<file path="src/rtl/lcd_bus_arbiter.sv">
// lcd_bus_arbiter: shares one HD44780 character-LCD bus between two byte writers and times RS/DATA/EN.
// Build option LCD_ARB_FIXED_PRIORITY_EN: writer 0 always wins a tie instead of round-robin.
`default_nettype none

module lcd_bus_arbiter #(
    parameter int SETUP_CYC     = 4,
    parameter int EN_HIGH_CYC   = 25,
    parameter int HOLD_CYC      = 4,
    parameter int CMD_WAIT_CYC  = 2500,
    parameter int LONG_WAIT_CYC = 82000
) (
    input  logic       CLK_50MHz,
    input  logic       resetn,
    input  logic       req0_valid,
    input  logic       req0_rs,
    input  logic [7:0] req0_data,
    output logic       req0_ready,
    input  logic       req1_valid,
    input  logic       req1_rs,
    input  logic [7:0] req1_data,
    output logic       req1_ready,
    output logic       LCD_ON,
    output logic       LCD_RW,
    output logic       LCD_RS,
    output logic       LCD_EN,
    output logic [7:0] LCD_DATA,
    output logic       busy,
    output logic       grant
);

    localparam logic [2:0] S_IDLE  = 3'd0;
    localparam logic [2:0] S_SETUP = 3'd1;
    localparam logic [2:0] S_PULSE = 3'd2;
    localparam logic [2:0] S_HOLD  = 3'd3;
    localparam logic [2:0] S_WAIT  = 3'd4;

    localparam logic [16:0] SETUP_LD = 17'(SETUP_CYC - 1);
    localparam logic [16:0] EN_LD    = 17'(EN_HIGH_CYC - 1);
    localparam logic [16:0] HOLD_LD  = 17'(HOLD_CYC - 1);
    localparam logic [16:0] CMD_LD   = 17'(CMD_WAIT_CYC - 1);
    localparam logic [16:0] LONG_LD  = 17'(LONG_WAIT_CYC - 1);

    logic [2:0]  state;
    logic [16:0] cnt;
    logic        winner;
    logic        long_cmd;

`ifdef LCD_ARB_FIXED_PRIORITY_EN
    always_comb begin
        winner = !req0_valid;
    end
`else
    logic last_grant;

    always_comb begin
        if (req0_valid && req1_valid) begin
            winner = !last_grant;
        end else begin
            winner = !req0_valid;
        end
    end
`endif

    assign LCD_ON = 1'b1;
    assign LCD_RW = 1'b0;

    // Clear display (0x01) and return home (0x02/0x03) need the long execution delay.
    assign long_cmd = !LCD_RS && (LCD_DATA[7:2] == 6'd0) && (LCD_DATA != 8'd0);

    always_ff @(posedge CLK_50MHz or negedge resetn) begin
        if (!resetn) begin
            state      <= S_IDLE;
            cnt        <= '0;
            LCD_EN     <= 1'b0;
            LCD_RS     <= 1'b0;
            LCD_DATA   <= 8'h00;
            req0_ready <= 1'b0;
            req1_ready <= 1'b0;
            busy       <= 1'b0;
            grant      <= 1'b0;
`ifndef LCD_ARB_FIXED_PRIORITY_EN
            last_grant <= 1'b1;
`endif
        end else begin
            req0_ready <= 1'b0;
            req1_ready <= 1'b0;
            case (state)
                S_IDLE: begin
                    if (req0_valid || req1_valid) begin
                        req0_ready <= !winner;
                        req1_ready <= winner;
                        LCD_RS     <= winner ? req1_rs : req0_rs;
                        LCD_DATA   <= winner ? req1_data : req0_data;
                        grant      <= winner;
`ifndef LCD_ARB_FIXED_PRIORITY_EN
                        last_grant <= winner;
`endif
                        cnt        <= SETUP_LD;
                        busy       <= 1'b1;
                        state      <= S_SETUP;
                    end
                end
                S_SETUP: begin
                    if (cnt == 17'd0) begin
                        LCD_EN <= 1'b1;
                        cnt    <= EN_LD;
                        state  <= S_PULSE;
                    end else begin
                        cnt <= cnt - 17'd1;
                    end
                end
                S_PULSE: begin
                    if (cnt == 17'd0) begin
                        LCD_EN <= 1'b0;
                        cnt    <= HOLD_LD;
                        state  <= S_HOLD;
                    end else begin
                        cnt <= cnt - 17'd1;
                    end
                end
                S_HOLD: begin
                    if (cnt == 17'd0) begin
                        cnt   <= long_cmd ? LONG_LD : CMD_LD;
                        state <= S_WAIT;
                    end else begin
                        cnt <= cnt - 17'd1;
                    end
                end
                S_WAIT: begin
                    if (cnt == 17'd0) begin
                        busy  <= 1'b0;
                        state <= S_IDLE;
                    end else begin
                        cnt <= cnt - 17'd1;
                    end
                end
                default: begin
                    LCD_EN <= 1'b0;
                    busy   <= 1'b0;
                    state  <= S_IDLE;
                end
            endcase
        end
    end

endmodule

`default_nettype wire

</file>
<file path="config.mk">
export PLATFORM = sky130hd
export DESIGN_NAME = lcd_bus_arbiter
export DESIGN_NICKNAME = d
export VERILOG_FILES = /design/src/rtl/lcd_bus_arbiter.sv
export SDC_FILE = /design/constraint.sdc
export NUM_CORES = 1
export LEC_CHECK = 0
export CORE_MARGIN = 2
export CORE_UTILIZATION = 30
export CTS_CLUSTER_DIAMETER = 120
export DETAILED_ROUTE_END_ITERATION = 8
export HOLD_SLACK_MARGIN = 0.05
export SYNTH_ARGS = -nofsm -noshare
export SYNTH_HDL_FRONTEND = slang
export SYNTH_SLANG_ARGS = --single-unit
</file>
<file path="constraint.sdc">
create_clock -name CLK_50MHz -period 1.8 [get_ports CLK_50MHz]
set_input_delay 0.36 -clock CLK_50MHz [delete_from_list [all_inputs] [get_ports CLK_50MHz]]
set_output_delay 0.36 -clock CLK_50MHz [all_outputs]
set_load 0.05 [all_outputs]
</file>
==> metrics <==
status finished with violations; failing checks setup timing; most frequent CP cell buf_4; # rows 30; Crit path largest cell delay ~0.47 ns; Synth cell types 58; Synth area leaders dfrtp_1, nor2_1, mux2i_1, a21oi_1, o21ai_0; family with the most delay on the worst path compound AO/OA/AOI/OAI gates; metal3 WL roughly 310 um; met2 routed WL roughly 3400 um; Sw Ratio 0.388; Worst setup EP type flop; root buf cell clkbuf_8; Mean Syn Cell Area 9.19 um2; CTS H-Tree Depth 2; Mapped Area approximately 0.0022 mm2; TritonCTS Buffers 5; die area slightly below 0.008 mm2; Die H about 89 um; Clock Path Buffers 2; Vias approximately 2,200; CTS tree built; vias per cell 5.17; io pins 38; cell-internal power roughly 2.1 mW; layout cells sized above 1 0.466; placed cell count between 400 and 500; Post-synth EDFFs 0; clock-pin slew on the worst setup and hold paths about 0.080 ns; period utilization 1.13; Non-Filler Instances between 400 and 500; WP data required between 1.5 and 2 ns; vias in the first global route around 2,200; top_reg_cell synth dfrtp_1; Startpoint Class flop; Yosys top cell area share 0.394; DP Area 0.00305 mm2; Switch Pwr around 1.4 mW; Slew @ Worst Pin around 0.50 ns; Total GRT Usage 0.176; synth warn 0; Power Total 3.50 mW; router iterations before antenna repair 4; post-route cell area roughly 0.0035 mm2; largest area contributor in the synthesized netlist dfrtp_1; Residual DRC 0; sequential share of power 0.333; DR iter-0 viols about 120; worst vdd ir approximately 0.00044 V; Logic pwr share 0.500; starting density of the core 0.314; worst skew pair latency ~0.29 ns; hold slack between 0.5 and 0.6 ns; Slew Viols, Final 0; post-DP HPWL ~4600 um; final number of setup-violating endpoints 19; Final WS setup -0.242 ns; total core area roughly 0.0069 mm2; Tmin final between 2 and 2.5 ns; setup TNS -1.93 ns; Core Util, Final 0.512; P_leak between 1 and 1.5 nW; HP Class flop to flop; Buf/Inv on CP 2; Post-Route M1 WL roughly 3000 um; first-pass GRT wire length 10,700 um; final hold vios 0; Routed WL per cell about 16 um; I/O Buffers 35; arrival time at the worst endpoint 2.20 ns; Critical-path top delay cell o41ai_1; sequence of cells on the critical path nor4_4, buf_4, buf_4, a41o_2, o21a_4, o41ai_1, a21oi_2; Clock Skew between 0.003 and 0.004 ns; Synth-to-Final Area Change 62.9%; flops & latches, synth 35; critical-path maximum fanout 9; Synth async-reset ratio 1.00; gpl congestion ~0.86; highest metal layer with signal wires met4; RSZ-0062 raised after global routing true; sequential area share after synthesis 0.406; power density over the cells about 1000 mW/mm2; critical path class flop to flop; die span in x a little under 90 um; Max-Cap Viols 0; initial antenna violation count 0; syn nets between 200 and 300; DRT Wirelength roughly 6900 um; Max Freq between 400 and 500 MHz; pre-CTS WS -0.270 ns; largest net degree at the start of global routing 22; Biggest register cnt; Max-Slew Margin vs Limit 0.665; ANT cells 0; ANT nets after route 0; gr ovfl total 0; final net count 362; clock sinks 35; max FFs per register 17; Syn Inst Count approximately 240; biggest registers after layout cnt (17), LCD_DATA (8), state (3); Clock Power Share 0.167
==> power groups by stage <==
stage                     Sequential, mW  Clock, mW  Combinational [mW]
after CTS                           1.16      0.594                1.60
after floorplan                     1.26          0               0.629
final                               1.17      0.586                1.75
after detailed placement            1.17          0                1.37
after global routing                1.19      0.635                1.88
after global placement              1.16          0                1.36
==> final cells by class <==
| type | count | area [um2] |
|---|---|---|
| clock buffers | 5 | 68.8 |
| clock inverters | 3 | 20.0 |
| fillers | 637 | 3350 |
| inverters | 6 | 22.5 |
| multi-input cells | 180 | 1470 |
| flip-flops and latches | 35 | 878 |
| well taps | 96 | 120 |
| repair buffers | 110 | 938 |
==> worst min-delay path: cells and delay by family (launching register included) <==
kind / cells / cell delay (ns)
AND/OR/NAND/NOR: 2 / 0.13
flip-flops: 1 / 0.38
==> synthesized netlist by cell type, types with 3 or more instances <==
cell / n
dfrtp_1: 34
nor2_1: 29
a21oi_1: 17
o21ai_0: 15
nor3_1: 13
mux2i_1: 10
nand2_1: 8
clkbuf_1: 7
inv_1: 6
nand3_1: 5
xnor2_1: 5
a32oi_1: 4
and2_1: 4
buf_4: 4
nand4_1: 4
o211ai_1: 4
xor2_1: 4
a311oi_1: 3
nor4_1: 3
or2_2: 3
or3_1: 3
==> logic make-up (layout without fill, tap and decap cells) <==
family,count (synthesis),count (layout),synth area share
and+or+nand+nor,90,90,0.235
AOI/OAI and AO/OA,65,66,0.202
DFF,35,35,0.406
buffers and inverters,21,124,0.0487
muxes,11,11,0.0568
xor gates and xnor gates,9,9,0.0365
adders and majority gates,2,2,0.0116
other,2,2,0.00348
==> final timing paths <==
kind,start,to,slack (ns),cells past startpoint
max,cnt[6]$_DFFE_PN0P_,cnt[12]$_DFFE_PN0P_,-0.24,7
min,last_grant$_DFFE_PN1P_,last_grant$_DFFE_PN1P_,0.50,2
max reg2reg,cnt[6]$_DFFE_PN0P_,cnt[12]$_DFFE_PN0P_,-0.24,7
min reg2reg,last_grant$_DFFE_PN1P_,last_grant$_DFFE_PN1P_,0.50,2
max in group asynchronous,resetn,last_grant$_DFFE_PN1P_,0.75,3
min in group asynchronous,resetn,LCD_DATA[2]$_DFFE_PN0P_,0.52,2
==> routing by layer <==
layer | track usage | up-vias
met5 | 0 | -
met4 | 0.0785 | 0
met3 | 0.0345 | 14
met2 | 0.292 | 66
met1 | 0.221 | 1088
li1 | - | 1081
==> cells in the final DEF, fill, tap and decap left out, types with 3 or more instances in the layout <==
cell	n
nand2_1	7
o21ai_0	6
xor2_1	4
xnor2_1	4
o211ai_1	4
a32oi_1	4
o21ai_1	8
or2_2	3
clkdlybuf4s50_1	20
a21oi_1	11
a21oi_2	5
nor2_1	26
nor4_4	3
mux2i_1	10
nand3_1	3
nand4_1	4
and2_4	3
buf_6	10
dfrtp_1	33
or3_4	4
nor2_2	4
nor3_1	8
clkbuf_8	5
nor3_2	5
buf_4	76
inv_1	4
==> repair_timing <==
item	4_1_cts	5_1_grt
endpoints found under the hold margin	14	0
gates cloned	1	0
endpoints found under the setup margin	19	21
pin swaps	24	23
setup buffers	9	6
resized for setup	42	22
hold buffers	1	0
(Power assumes the default switching activity.)
